<file path="src/rtl/mem_arbiter.sv">
// Two-port line-transfer arbiter: I-cache and D-cache share one memory port.
// Define ARB_ROUND_ROBIN_EN for alternating tie resolution; otherwise D wins ties.
module mem_arbiter #(
  parameter int MEM_LATENCY = 4
) (
  input  logic        clk,
  input  logic        reset,
  input  logic        i_req,
  input  logic [15:0] i_addr,
  output logic [63:0] i_rdata,
  output logic        i_done,
  input  logic        d_req,
  input  logic        d_we,
  input  logic [15:0] d_addr,
  input  logic [63:0] d_wdata,
  output logic [63:0] d_rdata,
  output logic        d_done,
  output logic        m_read,
  output logic        m_write,
  output logic [15:0] m_addr,
  output logic [63:0] m_wdata,
  input  logic [63:0] m_rdata,
  output logic [15:0] i_grant_cnt,
  output logic [15:0] d_grant_cnt
);

  typedef enum logic [1:0] {IDLE, BUSY, DONE} state_t;

  localparam logic [3:0] LAT_M1 = 4'(MEM_LATENCY - 1);

  state_t      stateReg, stateNext;
  logic [3:0]  cntReg, cntNext;
  logic        grantDReg, grantDNext;
  logic        weReg, weNext;
  logic [15:0] addrReg, addrNext;
  logic [63:0] wdataReg, wdataNext;
  logic [63:0] iRdataReg, iRdataNext;
  logic [63:0] dRdataReg, dRdataNext;
  logic [15:0] iGrantCntReg, iGrantCntNext;
  logic [15:0] dGrantCntReg, dGrantCntNext;
  logic        pickD;

`ifdef ARB_ROUND_ROBIN_EN
  logic lastGrantDReg, lastGrantDNext;

  // Tie goes to whoever was not served last; reset value means "I was last".
  always_comb pickD = d_req && (!i_req || !lastGrantDReg);

  always_ff @(posedge clk) begin
    if (reset) lastGrantDReg <= 1'b0;
    else       lastGrantDReg <= lastGrantDNext;
  end
`else
  always_comb pickD = d_req;
`endif

  always_ff @(posedge clk) begin
    if (reset) begin
      stateReg     <= IDLE;
      cntReg       <= '0;
      grantDReg    <= 1'b0;
      weReg        <= 1'b0;
      addrReg      <= '0;
      wdataReg     <= '0;
      iRdataReg    <= '0;
      dRdataReg    <= '0;
      iGrantCntReg <= '0;
      dGrantCntReg <= '0;
    end else begin
      stateReg     <= stateNext;
      cntReg       <= cntNext;
      grantDReg    <= grantDNext;
      weReg        <= weNext;
      addrReg      <= addrNext;
      wdataReg     <= wdataNext;
      iRdataReg    <= iRdataNext;
      dRdataReg    <= dRdataNext;
      iGrantCntReg <= iGrantCntNext;
      dGrantCntReg <= dGrantCntNext;
    end
  end

  always_comb begin
    stateNext     = stateReg;
    cntNext       = cntReg;
    grantDNext    = grantDReg;
    weNext        = weReg;
    addrNext      = addrReg;
    wdataNext     = wdataReg;
    iRdataNext    = iRdataReg;
    dRdataNext    = dRdataReg;
    iGrantCntNext = iGrantCntReg;
    dGrantCntNext = dGrantCntReg;
`ifdef ARB_ROUND_ROBIN_EN
    lastGrantDNext = lastGrantDReg;
`endif
    case (stateReg)
      IDLE: begin
        if (i_req || d_req) begin
          stateNext  = BUSY;
          cntNext    = LAT_M1;
          grantDNext = pickD;
`ifdef ARB_ROUND_ROBIN_EN
          lastGrantDNext = pickD;
`endif
          if (pickD) begin
            addrNext      = d_addr;
            weNext        = d_we;
            wdataNext     = d_wdata;
            dGrantCntNext = dGrantCntReg + 16'd1;
          end else begin
            addrNext      = i_addr;
            weNext        = 1'b0;
            wdataNext     = '0;
            iGrantCntNext = iGrantCntReg + 16'd1;
          end
        end
      end
      BUSY: begin
        cntNext = cntReg - 4'd1;
        if (cntReg == 4'd0) begin
          stateNext = DONE;
          // Writebacks must not disturb the last line read by D.
          if (!weReg) begin
            if (grantDReg) dRdataNext = m_rdata;
            else           iRdataNext = m_rdata;
          end
        end
      end
      DONE:    stateNext = IDLE;
      default: stateNext = IDLE;
    endcase
  end

  logic busy;
  assign busy        = (stateReg == BUSY);
  assign m_read      = busy && !weReg;
  assign m_write     = busy && weReg;
  assign m_addr      = busy ? addrReg : 16'd0;
  assign m_wdata     = (busy && weReg) ? wdataReg : 64'd0;
  assign i_done      = (stateReg == DONE) && !grantDReg;
  assign d_done      = (stateReg == DONE) && grantDReg;
  assign i_rdata     = iRdataReg;
  assign d_rdata     = dRdataReg;
  assign i_grant_cnt = iGrantCntReg;
  assign d_grant_cnt = dGrantCntReg;

endmodule
</file>
<file path="config.mk">
export PLATFORM = sky130hd
export DESIGN_NAME = mem_arbiter
export DESIGN_NICKNAME = d
export VERILOG_FILES = /design/src/rtl/mem_arbiter.sv
export SDC_FILE = /design/constraint.sdc
export NUM_CORES = 1
export LEC_CHECK = 0
export ABC_AREA = 1
export CAP_MARGIN = 20
export CORE_MARGIN = 10
export CORE_UTILIZATION = 40
export DETAILED_ROUTE_END_ITERATION = 8
export PLACE_DENSITY = 0.73
export SYNTH_ARGS = -nofsm -noshare
export SYNTH_HDL_FRONTEND = slang
export SYNTH_SLANG_ARGS = --single-unit
</file>
<file path="constraint.sdc">
create_clock -name clk -period 4.3 [get_ports clk]
set_input_delay 0.86 -clock clk [delete_from_list [all_inputs] [get_ports clk]]
set_output_delay 0.86 -clock clk [all_outputs]
set_load 0.05 [all_outputs]
</file>
==> results of run 1 <==
-- final timing paths --
check,start,slack (ps),to
max,stateReg[0]$_SDFFE_PP0P_,250,m_wdata[18]
min,i_rdata[11]$_SDFFE_PP0P_,440,i_rdata[11]$_SDFFE_PP0P_
max reg2reg,stateReg[1]$_SDFFE_PP0P_,2040,wdataReg[28]$_SDFFE_PP0P_
min reg2reg,i_rdata[11]$_SDFFE_PP0P_,440,i_rdata[11]$_SDFFE_PP0P_
-- synth_stat cells (all sizes together) --
master    n  area (µm²)
o21ai   156         781
nor2b     1        6.26
nand3b    1        7.51
clkbuf   59         221
nor2    142         561
o21bai    1        7.51
ha        4        50.1
a211oi    2        15.0
nand3    14        70.1
nor4      1        6.26
nand2   223         842
nand4    13        81.3
dfxtp   248        4960
buf      24         130
nor3     10        50.1
a31oi    17         106
o211ai    1        7.51
o21a      1        7.51
xor2      6        52.6
a21oi   205        1040
inv     252         946
-- cells by family (layout without fill, tap and decap cells) --
family / after synthesis / after routing / share of synthesized area
other: 0 / 4 / 0
xor gates and xnor gates: 6 / 6 / 0.00528
adders and majority gates: 4 / 4 / 0.00503
buffers and inverters: 335 / 726 / 0.130
AOI/OAI and AO/OA: 383 / 383 / 0.197
and+or+nand+nor: 405 / 405 / 0.163
DFF: 248 / 248 / 0.499
-- critical path: stages, from the launching register on --
cell and delay (ps):
dfxtp_1 420, inv_1 100, nor2_4 170, inv_1 310, nor2_1 260, inv_2 40, buf_4 280, nor2_1 200
clkdlybuf4s50_1 830
-- metal layers --
metal	global-route usage	vias up	part of all wire
li1	-	5074	-
met1	0.232	4464	0.39
met2	0.370	279	0.51
met3	0.0518	58	0.068
met4	0.0750	0	0.033
met5	0	-	0
-- cell type report --
class	count	area share
clock inverters	6	0.00552
multi-input cells	798	0.243
clock buffers	42	0.0535
flip-flops and latches	248	0.327
well taps	324	0.0267
inverters	252	0.0625
diodes	4	0.000659
repair buffers	426	0.281
-- power by group through the flow --
stage                     Sequential (mW)  Combinational [mW]  Clock (mW)
after floorplan                      3.16               0.661           0
after global placement               2.70                1.77           0
after detailed placement             2.71                1.79           0
after CTS                            2.66                1.80        2.38
after global routing                 2.69                1.92        2.47
final                                2.66                1.79        2.33
-- registers in the layout (all words and copies together), names as in the netlist --
| signal | count |
|---|---|
| i_grant_cnt | 16 |
| cntReg | 4 |
| stateReg | 2 |
| wdataReg | 64 |
| i_rdata | 64 |
| d_grant_cnt | 16 |
| grantDReg | 1 |
| d_rdata | 64 |
| addrReg | 16 |
| weReg | 1 |
-- stage by stage --
step                 util  instances  hold WS (ps)
floorplan               -       1381           440
global placement    0.585       2047           429
detailed placement  0.585       2048           433
CTS                 0.622       2096           442
global route        0.622       2098           454
finish              0.623       2100           441
==> results.yml, run 1 <==
synth:
  synth_warnings: 0
  seq_area_frac_synth: 0.499
  synth-seq-cells: 248
  syn_area_um2: 9950
  synth_nets: 1550
  yosysUniqueCellTypes: 27
  synth_area_per_cell_um2: 7.21
  netlist_instances: 1381
clocking:
  cts_tree: "yes"
  cts_root_buffer: "clkbuf_16"
  post_cts_resized: 0
  cts_sinks: 248
  cts_buffers: 27
  hold_buffers: 0
  postCtsSetupRepairBufs: 0
  htree_levels: 1
  clkTransAtPathRegs_ps: 60
  clock_path_buffers: 3
  clock_latency_ps: 530
worst_setup_path:
  endpoint_kind: "primary output"
  reg2reg_depth: 6
  critPathMaxFanout: 64
  arrival_ps: 3190
  path_class: "reg2out"
  worstPathRequired_ps: 3440
  cp-start-kind: "flop"
global_route:
  first_global_vias: 9324
  antenna_found_initial: 2
  grt_max_degree: 129
  grt_pass1_wl_um: 52100
  grt_overflow_total: 0
  track_usage: 0.207
place:
  finalWeightedCongestion: 0.848
  portBuffers: 408
  place_area_um2: 14300
  dp_slack_ps: 838
  hpwl_um: 26200
routing:
  vias: 9875
  post-route-drc-count: 0
  dr.pass1.iters: 5
  wl_per_cell_um: 16.7
  final_antenna_net_count: 0
  drt_wl_total_um: 35100
  drt_iter0_drc: 676
  vias_per_cell: 4.70
min_path:
  hold_path_depth: 2
  min_path_type: "reg2reg"
power:
  p_int_mw: 4.55
  swShare: 0.329
  clockPowerShare: 0.344
  p_comb_frac: 0.264
  power_leakage_nw: 5.43
  power_mw: 6.78
  power_switching_mw: 2.23
  p_seq_frac: 0.393
  ir_worst_vdd_v: 0.000256
  p_per_area_nw_per_um2: 447
sta:
  setup_viol: 0
  setup_ws_ps: 251
  hold_violations: 0
  min_period_over_period: 0.942
  max_clock_freq_mhz: 247
  final_max_slew_viol_count: 0
  relSlewSlack: 0.391
  worst_pin_slew_ps: 913
  rsz0062_at_grt: "false"
  skew_ps: 15.6
  fin_tns_setup_ps: 0
  fin_crit_ps: 4050
floorplan:
  dieArea_um2: 31600
  dieHeight_um: 178
  rows: 57
  core_area_um2: 24400
  boundaryPins: 409
  fp.dieW_um: 178
  initial_utilization: 0.408
layout:
  mostFrequentLayoutCells: "clkdlybuf4s50_1 (407), dfxtp_1 (248), inv_1 (246)"
  fin_area_um2: 15200
  drive_gt1_frac: 0.0412
  layout_commonest_cell: "clkdlybuf4s50_1"
  fin_nets: 1922
  syn_to_final_growth_pct: 52.6
  multi_input_area_um2: 3690
  n_fill_cell: 2167
  seqCellArea_um2: 4960
outcome:
  status: "finished, final reports clean"
run:
  maxCapViolations: 0
(Power assumes the default switching activity.)
==> run 2, diff against run 1 <==
==> constraint.sdc (replaced) <==
create_clock -name clk -period 4.3 [get_ports clk]
set_input_delay 0.86 -clock clk [delete_from_list [all_inputs] [get_ports clk]]
set_output_delay 0.86 -clock clk [all_outputs]
set_load 0.005 [all_outputs]
==> run 2 against run 1 <==
Clock power increased by 9.0%; critical path depth shrank 2; largest cell class unchanged; core utilization is 0.12 points higher; critical path type unchanged.
==> results.yml, run 2 (synthesis gave the netlist of run 1 again) <==
outcome:
  status: "finished, final reports clean"
sta:
  skew_ps: 11.9
  min_period_over_period: 0.911
  hold_violations: 0
  final_max_slew_viol_count: 0
  relSlewSlack: 0.340
  setup_viol: 0
  worst_pin_slew_ps: 990
  rsz0062_at_grt: "false"
  max_clock_freq_mhz: 255
  fin_crit_ps: 3920
  fin_tns_setup_ps: 0
power:
  p_per_area_nw_per_um2: 423
  ir_worst_vdd_v: 0.000311
  power_leakage_nw: 5.44
  power_mw: 6.44
worst_setup_path:
  path_class: "reg2out"
  regToRegSetupSlack_ps: 2310
  endpoint_kind: "primary output"
  worstPathRequired_ps: 3440
  arrival_ps: 3060
  critPathMaxFanout: 64
  cp-start-kind: "flop"
clocking:
  cts_root_buffer: "clkbuf_16"
  clock_path_buffers: 3
  cts_buffers: 28
  clkTransAtPathRegs_ps: 60
  cts_tree: "yes"
  cts_sinks: 248
  postCtsSetupRepairBufs: 0
  post_cts_resized: 0
  clock_latency_ps: 530
  htree_levels: 1
  hold_buffers: 0
floorplan:
  dieHeight_um: 178
  fp.dieW_um: 178
  rows: 57
  initial_utilization: 0.408
  dieArea_um2: 31600
  core_area_um2: 24400
  boundaryPins: 409
place:
  place_area_um2: 14200
  finalWeightedCongestion: 0.863
  hpwl_um: 25500
  portBuffers: 408
global_route:
  track_usage: 0.202
  grt_overflow_total: 0
  first_global_vias: 9054
  grt_pass1_wl_um: 51100
  antenna_found_initial: 2
  grt_max_degree: 129
routing:
  post-route-drc-count: 0
  wl_per_cell_um: 16.5
  drt_wl_total_um: 34500
  drt_iter0_drc: 745
  final_antenna_net_count: 0
  vias: 9786
  dr.pass1.iters: 5
  vias_per_cell: 4.67
layout:
  syn_to_final_growth_pct: 52.9
  fin_nets: 1916
  layout_commonest_cell: "clkdlybuf4s50_1"
  mostFrequentLayoutCells: "clkdlybuf4s50_1 (407), dfxtp_1 (248), inv_1 (246)"
  drive_gt1_frac: 0.0407
  final_core_util: 0.624
  fin_area_um2: 15200
run:
  maxCapViolations: 0
min_path:
  min_path_type: "reg2reg"
## run 2: cell types whose count changed in the layout (fill, tap and decap cells not counted)
cell / delta
buf_12: -1
buf_8: -1
buf_4: -5
clkinv_8: +1
clkinv_4: +2
clkinv_2: +2
clkbuf_8: -3
clkinvlp_4: +1
bufinv_16: +3
clkbuf_16: +1
inv_6: -1
diode_2: -1
clkbuf_1: -3
## run 2: routing by layer
layer	global-route usage	vias up	wire length, µm
met4	0.0747	0	1100
met1	0.225	4407	13400
li1	-	5051	-
met2	0.365	270	17700
met5	0	-	0
met3	0.0484	58	2330
## run 2: final timing paths
| kind | cells after the start | to | startpoint |
|---|---|---|---|
| min | 2 | d_rdata[61]$_SDFFE_PP0P_ | d_rdata[61]$_SDFFE_PP0P_ |
| max | 6 | m_wdata[5] | stateReg[1]$_SDFFE_PP0P_ |
| max reg2reg | 8 | d_rdata[58]$_SDFFE_PP0P_ | cntReg[0]$_SDFFE_PP0P_ |
| min reg2reg | 2 | d_rdata[61]$_SDFFE_PP0P_ | d_rdata[61]$_SDFFE_PP0P_ |
## run 2: per-stage QoR
step	hold WS [ps]	std cells	setup WS, ps
2_1_floorplan	440	1381	2190
3_3_place_gp	430	2041	1090
3_5_place_dp	433	2041	950
4_1_cts	442	2092	377
5_1_grt	454	2094	134
6_report	440	2095	383
## run 2: cell type report
cell class	instances	area (µm²)
antenna	3	7.51
clock buffer	37	785
clock inverter	14	216
fill	2191	9180
inverter	252	948
multi-input combinational	798	3690
sequential	248	4960
tap	324	405
timing repair buffer	419	4200
## run 2: power by group
group	total [mW]	switching, mW	internal [mW]
combinational	1.24	0.637	0.602
sequential	2.66	0.124	2.54
clock	2.54	0.954	1.58
total	6.44	1.71	4.72
## run 2: worst max-delay path: stages (launching register included)
cell and delay [ps]:
dfxtp_1 430, nor2_4 90, inv_1 460, nor2_1 150, inv_2 730, nor2_1 130, clkdlybuf4s50_1 490
==> run 3, diff against run 2 <==
==> constraint.sdc (replaced) <==
create_clock -name clk -period 4.3 [get_ports clk]
set_input_delay 0.43 -clock clk [delete_from_list [all_inputs] [get_ports clk]]
set_output_delay 0.43 -clock clk [all_outputs]
set_load 0.005 [all_outputs]
==> run 3 against run 2 <==
Core utilization is 0.32 points lower; worst hold slack better by 1.7 ps; routed wire length is 0.66% higher; flip-flop and latch count stayed put; critical path depth stayed put; die area stayed put; sequential power hardly changed; clock power is 6% lower; maximum frequency is 13% higher; combinational power hardly changed.
==> results.yml, run 3 (synthesis gave the netlist of run 1 again) <==
global_route:
  grt_max_degree: 129
  use_met2: 0.374
  first_global_vias: 9047
  track_usage: 0.203
  grt_overflow_total: 0
  met3_usage: 0.0484
  top_usage_layer: "met2"
  antenna_found_initial: 1
  grt_pass1_wl_um: 51200
  use_met1: 0.227
clocking:
  cts_buffers: 27
  cts_sinks: 248
  hold_buffers: 0
  clkTransAtPathRegs_ps: 60
  cts_root_buffer: "clkbuf_16"
  post_cts_resized: 0
  postCtsSetupRepairBufs: 0
  cts_tree: "yes"
  clock_latency_ps: 530
  htree_levels: 1
  clock_path_buffers: 3
power:
  p_comb_frac: 0.195
  p_int_mw: 4.56
  swShare: 0.272
  ir_worst_vdd_v: 0.000277
  p_seq_frac: 0.425
  clockPowerShare: 0.380
  power_switching_mw: 1.71
  p_per_area_nw_per_um2: 414
  power_leakage_nw: 5.40
sta:
  timing.hold.ws_ps: 441
  final_max_slew_viol_count: 0
  rsz0062_at_grt: "false"
  fin_tns_setup_ps: 0
  relSlewSlack: 0.316
  min_period_over_period: 0.804
  fin_crit_ps: 3460
  max_clock_freq_mhz: 289
  worst_pin_slew_ps: 1030
  setup_viol: 0
  skew_ps: 11.3
  hold_violations: 0
floorplan:
  rows: 57
  fp.dieW_um: 178
  initial_utilization: 0.408
  core_area_um2: 24400
  dieArea_um2: 31600
  dieHeight_um: 178
  boundaryPins: 409
place:
  finalWeightedCongestion: 0.863
  hpwl_um: 25900
  portBuffers: 408
routing:
  vias_per_cell: 4.71
  drt_iter0_drc: 676
  post-route-drc-count: 0
  dr.pass1.iters: 6
  drt_wl_total_um: 34700
  final_antenna_net_count: 0
  wl_per_cell_um: 16.6
  vias: 9850
worst_setup_path:
  path_cells: "nor2_4 > inv_1 > nor2_1 > inv_2 > nor2_1 > clkdlybuf4s50_1"
  crit_start: "stateReg[1]$_SDFFE_PP0P_"
  r2r_start: "cntReg[0]$_SDFFE_PP0P_"
  slowest_stage: "inv_2"
  cp.depth: 6
  critPathMaxFanout: 64
  cp-start-kind: "flop"
  path_class: "reg2out"
  worstPathRequired_ps: 3870
  crit_path_max_incr_delay_ps: 720
  endpoint_kind: "primary output"
  cp_common_cell: "nor2_1"
  worst-path-buf-inv: 3
  arrival_ps: 3030
  reg2reg_depth: 8
  critPathTopFamily: "buffers and inverters"
  regToRegSetupSlack_ps: 1810
layout:
  n_fill_cell: 2204
  syn_to_final_growth_pct: 52.1
  drive_gt1_frac: 0.0407
  fin_nets: 1916
  mostFrequentLayoutCells: "clkdlybuf4s50_1 (407), dfxtp_1 (248), inv_1 (246)"
  layout_commonest_cell: "clkdlybuf4s50_1"
run:
  maxCapViolations: 0
outcome:
  status: "finished, final reports clean"
min_path:
  min_path_type: "reg2reg"
  hold_path_depth: 2
  holdCritStartpoint: "d_rdata[47]$_SDFFE_PP0P_"
[run 3: cell count changes in the layout (fill, tap and decap cells not counted)]
| cell | previous run | this run |
|---|---|---|
| clkbuf_16 | 28 | 27 |
| diode_2 | 3 | 1 |
| buf_4 | 8 | 9 |
| clkinv_8 | 1 | 0 |
| clkinv_4 | 2 | 0 |
| clkinv_2 | 5 | 6 |
| clkinvlp_4 | 1 | 3 |
| bufinv_16 | 5 | 3 |
| inv_6 | 0 | 2 |
[run 3: final timing paths]
path                               to
max reg2reg  d_rdata[58]$_SDFFE_PP0P_
min          d_rdata[47]$_SDFFE_PP0P_
min reg2reg  d_rdata[47]$_SDFFE_PP0P_
max                        m_wdata[3]
[run 3: worst reg2reg max path: stages (launching register included)]
cell     delay, ps
dfxtp_1        300
inv_1          130
ha_1           170
nand2_1         60
nor2_1         160
nand4_1        620
buf_12         460
o21ai_0        400
a21oi_1         70
[run 3: metal layers]
metal,part of all wire,up-vias
met4,0.021,0
met5,0,-
li1,-,5058
met2,0.52,276
met3,0.070,48
met1,0.39,4468
[run 3: stage by stage]
stage               utilization  cells  setup slack (ps)  instance area [µm²]  total power [mW]
floorplan                     -   1381              2620                 9950              3.28
global placement          0.583   2042              1540                14200              3.92
detailed placement        0.583   2042              1370                14200              3.95
CTS                       0.620   2092               823                15100              6.33
global route              0.621   2093               601                15100              6.55
finish                    0.621   2093               844                15100              6.27
[run 3: layout make-up]
type	count	area (µm²)	share of cell area
Tap cell	324	405	0.0268
Antenna cell	1	2.50	0.000165
Clock inverter	14	160	0.0106
Timing Repair Buffer	420	4210	0.278
Sequential cell	248	4960	0.328
Clock buffer	36	759	0.0502
Multi-Input combinational cell	798	3690	0.244
Inverter	252	948	0.0627
[run 3: power groups by stage]
stage                     Combinational, mW  Clock (mW)  Sequential, mW
final                                  1.22        2.38            2.66
after floorplan                       0.572           0            2.71
after global placement                 1.22           0            2.70
after detailed placement               1.23           0            2.71
after CTS                              1.24        2.42            2.66
after global routing                   1.35        2.51            2.69
==> patch 1 (config.mk and constraints of run 2) <==
`iRdataReg` no longer has a reset.
--- a/src/rtl/mem_arbiter.sv
+++ b/src/rtl/mem_arbiter.sv
@@ -62,7 +62,6 @@
       weReg        <= 1'b0;
       addrReg      <= '0;
       wdataReg     <= '0;
-      iRdataReg    <= '0;
       dRdataReg    <= '0;
       iGrantCntReg <= '0;
       dGrantCntReg <= '0;
@@ -73,11 +72,14 @@
       weReg        <= weNext;
       addrReg      <= addrNext;
       wdataReg     <= wdataNext;
-      iRdataReg    <= iRdataNext;
       dRdataReg    <= dRdataNext;
       iGrantCntReg <= iGrantCntNext;
       dGrantCntReg <= dGrantCntNext;
     end
+  end
+
+  always_ff @(posedge clk) begin
+    iRdataReg <= iRdataNext;
   end
 
   always_comb begin
Formal check against the unedited RTL: same outputs for any inputs over 4 cycles, from zero or initial values and one cycle with reset high; that may be too few to reach the edited logic, so the function may still have changed.
==> patch 1 against run 2 <==
  * Setup slack gained 0.39 ns
  * Via count shrank 7.8%
  * Core utilization grew 0.51 points
  * Wire length shrank 3.9%
  * Sequential cell count is the same
  * Die area shrank 2.5%
  * Total power shrank 7.9%
  * Register-to-register slack lost 0.72 ns
  * Cell area shrank 2.4%
  * Synthesized area shrank 2.8%
==> patch 1: results (changes against run 2) <==
| Metric | Value |
|---|---|
| Post-synth ARST share | `0% (unchanged)` |
| CP max stage delay | `0.46 ns (was 0.73 ns)` |
| Setup Buffers After CTS | `0 (unchanged)` |
| R2R Path Start | `cntReg[0]$_SDFFE_PP0P_ (unchanged)` |
| Final hold vios | `0 (unchanged)` |
| Largest net degree at the start of global routing | `104 (was 129)` |
| Post-synth top cells | `nand2_1, inv_1, dfxtp_1, a21oi_1, nor2_1 (was dfxtp_1, inv_1, nand2_1, a21oi_1, o21ai_0)` |
| Inserted Clock Buffers | `26 (was 28)` |
| Syn nets | `1351 (was 1550)` |
| Unique masters post-synth | `28 (was 27)` |
| Leakage Power | `5.27 nW (was 5.44 nW)` |
| First-pass GRT wire length | `50700 um (was 51100 um)` |
| Initial antenna violation count | `5 (was 2)` |
| Clk Latency, worst-skew pair | `around 0.52 ns` |
| Sequential area share after synthesis | `58.0% (was 49.9%)` |
| R2r setup slk | `1.59 ns (was 2.31 ns)` |
| VDD IR max | `226 uV (was 311 uV)` |
| WP data arrival | `2.67 ns (was 3.06 ns)` |
| Max Clock Skew | `0.0111 ns (was 0.0119 ns)` |
| DRT iter0 DRCs | `667 (was 745)` |
| Clock Pin Slew Worst Setup and Hold Paths | `0.06 ns (about the same)` |
| Hold worst-path end | `d_rdata[32]$_SDFFE_PP0P_ (was d_rdata[61]$_SDFFE_PP0P_)` |
| CTS Buffer Depth | `3 (unchanged)` |
| Routed vias | `9022 (was 9786)` |
| Hold crit path type | `reg2reg (unchanged)` |
| Tot GR Track Use | `20.3% (was 20.2%)` |
| EDFF count, synth | `64 (was 0)` |
| Router iterations before antenna repair | `5 (unchanged)` |
| Worst relative slew slack | `37.3% (was 34.0%)` |
| Cts repair resizes | `0 (unchanged)` |
| Hpwl dp | `24500 um (was 25500 um)` |
| HP Start | `d_rdata[32]$_SDFFE_PP0P_ (was d_rdata[61]$_SDFFE_PP0P_)` |
| Status | `finished, final reports clean (unchanged)` |
| Critical path peak fanout | `25 (was 64)` |
| DP Area | `14000 um^2 (was 14200 um^2)` |
| Root Buffer | `clkbuf_16 (unchanged)` |
| Main synth FF type | `dfxtp_1 (unchanged)` |
| WL/cell | `17.3 um (was 16.5 um)` |
| Reg2reg end | `d_rdata[47]$_SDFFE_PP0P_ (was d_rdata[58]$_SDFFE_PP0P_)` |
| Share of post-route cells with drive strength above 1 | `4.16% (was 4.07%)` |
| # nets final | `1737 (was 1916)` |
| RePlAce Congestion | `0.870 (was 0.863)` |
| Port Buffer Count | `408 (unchanged)` |
| FF-to-FF path depth | `7 (was 8)` |
| Synth area leaders | `dfxtp_1, edfxtp_1, nand2_1, a21oi_1, inv_1 (was dfxtp_1, a21oi_1, inv_1, nand2_1, o21ai_0)` |
| Slowest CP cell | `clkdlybuf4s50_1 (was inv_2)` |
| Hold_ws | `0.441 ns (was 0.440 ns)` |
[patch 1: changes by cell type in the layout (fill, tap and decap cells not counted), sizes merged, moves of 3 or more]
cell    before  now
a21oi      205  145
bufinv       5    0
clkbuf      37   40
dfxtp      248  184
edfxtp       0   64
inv        251  193
nand2      223  232
nand3       14   18
nand4       13    5
nor3        10   15
o21ai      156   92
[patch 1: report_power, final]
part | switching, mW | internal (mW)
Sequential | 0.103 | 2.62
Clock | 0.892 | 1.27
Combinational | 0.544 | 0.493
Total | 1.54 | 4.39
[patch 1: worst max path at each step]
stage / startpoint / endpoint / slack [ns] / cells past startpoint
after floorplan: cntReg[0]$_SDFFE_PP0P_ / i_rdata[0]$_DFFE_PP_ / 0.43 / 5
after global placement: d_req / wdataReg[32]$_SDFFE_PP0P_ / 1.31 / 8
after detailed placement: d_req / wdataReg[29]$_SDFFE_PP0P_ / 1.29 / 8
after CTS: stateReg[1]$_SDFFE_PP0P_ / m_wdata[28] / 0.72 / 7
after global routing: stateReg[1]$_SDFFE_PP0P_ / m_wdata[29] / 0.52 / 7
final: stateReg[1]$_SDFFE_PP0P_ / m_wdata[28] / 0.77 / 7
[patch 1: worst max-delay path: cells and delay by family (launching register included)]
kind	cells	cell delay, ns
buffers and inverters	4	1.23
DFF	1	0.35
and+or+nand+nor	3	0.56
[patch 1: cell type report]
class                      count  area, um^2
fill                        1987        8760
sequential                   248        5610
timing repair buffer         420        4190
multi-input combinational    679        3080
clock buffer                  40         797
inverter                     193         724
tap                          319         399
clock inverter                 8        37.5
antenna                        5        12.5
[patch 1: per-stage QoR]
stage | instances | worst slack, ns
after floorplan | 1182 | 0.435
after global placement | 1859 | 1.31
after detailed placement | 1859 | 1.29
after CTS | 1907 | 0.722
after global routing | 1912 | 0.516
final | 1912 | 0.769
[patch 1: kinds of logic (layout without fill, tap and decap cells)]
kind of cell,Yosys count,in the layout,synth area share (%)
buffers and inverters,255,661,10.4
AND/OR/NAND/NOR,411,411,16.8
flip-flops,248,248,58.0
AO/OA/AOI/OAI,259,259,13.8
adder cells (fa/ha/maj),4,4,0.518
other,0,5,0
XOR/XNOR,5,5,0.453
[patch 1: routing by layer]
| layer | part of all wire, % | track usage [%] | vias to the layer above |
|---|---|---|---|
| met1 | 39 | 23.1 | 4104 |
| met5 | 0 | 0 | - |
| met2 | 48 | 34.8 | 360 |
| met3 | 10 | 7.55 | 45 |
| li1 | - | - | 4513 |
| met4 | 2.3 | 5.83 | 0 |
==> patch 2 (settings of run 2) <==
Without the edit above. The option `ARB_ROUND_ROBIN_EN` is turned on by a define.
--- a/src/rtl/mem_arbiter.sv
+++ b/src/rtl/mem_arbiter.sv
@@ -1,5 +1,7 @@
 // Two-port line-transfer arbiter: I-cache and D-cache share one memory port.
 // Define ARB_ROUND_ROBIN_EN for alternating tie resolution; otherwise D wins ties.
+`define ARB_ROUND_ROBIN_EN
+
 module mem_arbiter #(
   parameter int MEM_LATENCY = 4
 ) (
Function: no difference found for any inputs over 4 cycles, from zero or initial values and one cycle with reset high; that may be too few to reach the edited logic, so the function may still have changed.
==> patch 2 against run 2 <==
  * Setup slack better by 0.21 ns
  * Total power is 2.2% lower
  * Sequential cell count stayed put
  * Synthesized area is 1.1% higher
  * Cell area hardly changed
  * Critical path type unchanged
  * Synthesized cell count is 2.5% higher
  * Global-route usage is 0.17 points lower
  * Wire length is 0.23% higher
==> patch 2: results (changes against run 2) <==
| Metric | Value |
|---|---|
| VDD IR max | `280 uV (was 311 uV)` |
| First-pass GRT wire length | `51300 um (was 51100 um)` |
| Synth Area in XOR/XNOR | `0.0870% (was 0.528%)` |
| Multi-input gate area | `3760 um^2 (was 3690 um^2)` |
| DRT iter0 DRCs | `683 (was 745)` |
| Tot GR Track Use | `20.0% (was 20.2%)` |
| Leakage Power | `5.47 nW (was 5.44 nW)` |
| Non-clock inverter count | `260 (was 252)` |
| Layout area overhead | `51.2% (was 52.9%)` |
| WL met1 | `12800 um (was 13400 um)` |
| Synth Area in Compound Gates | `18.6% (was 19.7%)` |
| Internal | `4.59 mW (was 4.72 mW)` |
| Placed cells | `2074 (was 2041)` |
| DP Area | `14300 um^2 (was 14200 um^2)` |
| Status | `finished, final reports clean (unchanged)` |
| Clock buffer cells | `38 (was 37)` |
| Share of post-route cells with drive strength above 1 | `3.84% (was 4.07%)` |
| Slowest CP cell | `clkdlybuf4s50_1 (was inv_2)` |
| Largest net degree at the start of global routing | `92 (was 129)` |
| Routed vias | `10100 (was 9786)` |
| Met2 Track Usage GR | `35.1% (was 36.5%)` |
| Sequential power share | `42.3% (was 41.4%)` |
| Initial antenna violation count | `1 (was 2)` |
| Non-CTS buffers | `418 (was 419)` |
| M1 GR Usage | `21.2% (was 22.5%)` |
| Met3 WL | `4400 um (was 2330 um)` |
| Number of diodes | `2 (was 3)` |
| Post-Route WL | `34500 um (about the same)` |
| Inserted Clock Buffers | `27 (was 28)` |
| Post-synth top cells | `nand2_1, inv_1, dfxtp_1, a21oi_1, nor2_1 (was dfxtp_1, inv_1, nand2_1, a21oi_1, o21ai_0)` |
| Hpwl dp | `25700 um (was 25500 um)` |
| Multi-In Gates | `824 (was 798)` |
| Vias in the first global route | `9489 (was 9054)` |
| Met3 Resource Use GR | `9.30% (was 4.84%)` |
| R2r setup slk | `1.65 ns (was 2.31 ns)` |
| Total power | `6.30 mW (was 6.44 mW)` |
| WL/cell | `16.3 um (was 16.5 um)` |
| Sequential area share after synthesis | `49.3% (was 49.9%)` |
| Unique masters post-synth | `29 (was 27)` |
| Critical path peak fanout | `37 (was 64)` |
| Avg Inst Size Synth | `7.11 um^2 (was 7.21 um^2)` |
| WP data arrival | `2.85 ns (was 3.06 ns)` |
| Layout clock area frac | `6.12% (was 6.58%)` |
| RePlAce Congestion | `0.848 (was 0.863)` |
-- patch 2: cell types whose count changed after synthesis, sizes merged, moves of 2 or more --
cell,change
buf,+25
nand2,+38
nand4,-3
clkbuf,-25
nor3,-2
a31oi,+2
inv,+8
xor2,-5
o21ai,-16
nand3,+7
and3,+2
nor2,+5
-- patch 2: worst paths after layout --
check / end / startpoint / cells past startpoint
max: m_wdata[13] / stateReg[1]$_SDFFE_PP0P_ / 7
min: i_rdata[38]$_SDFFE_PP0P_ / i_rdata[38]$_SDFFE_PP0P_ / 2
max reg2reg: d_rdata[17]$_SDFFE_PP0P_ / cntReg[0]$_SDFFE_PP0P_ / 8
min reg2reg: i_rdata[38]$_SDFFE_PP0P_ / i_rdata[38]$_SDFFE_PP0P_ / 2
-- patch 2: tightest hold or removal path, delay by kind of cell, from the launching register on --
family	cells	cell delay, ns
AO/OA/AOI/OAI	1	0.05
buffers and inverters	1	0.04
flip-flops	1	0.30
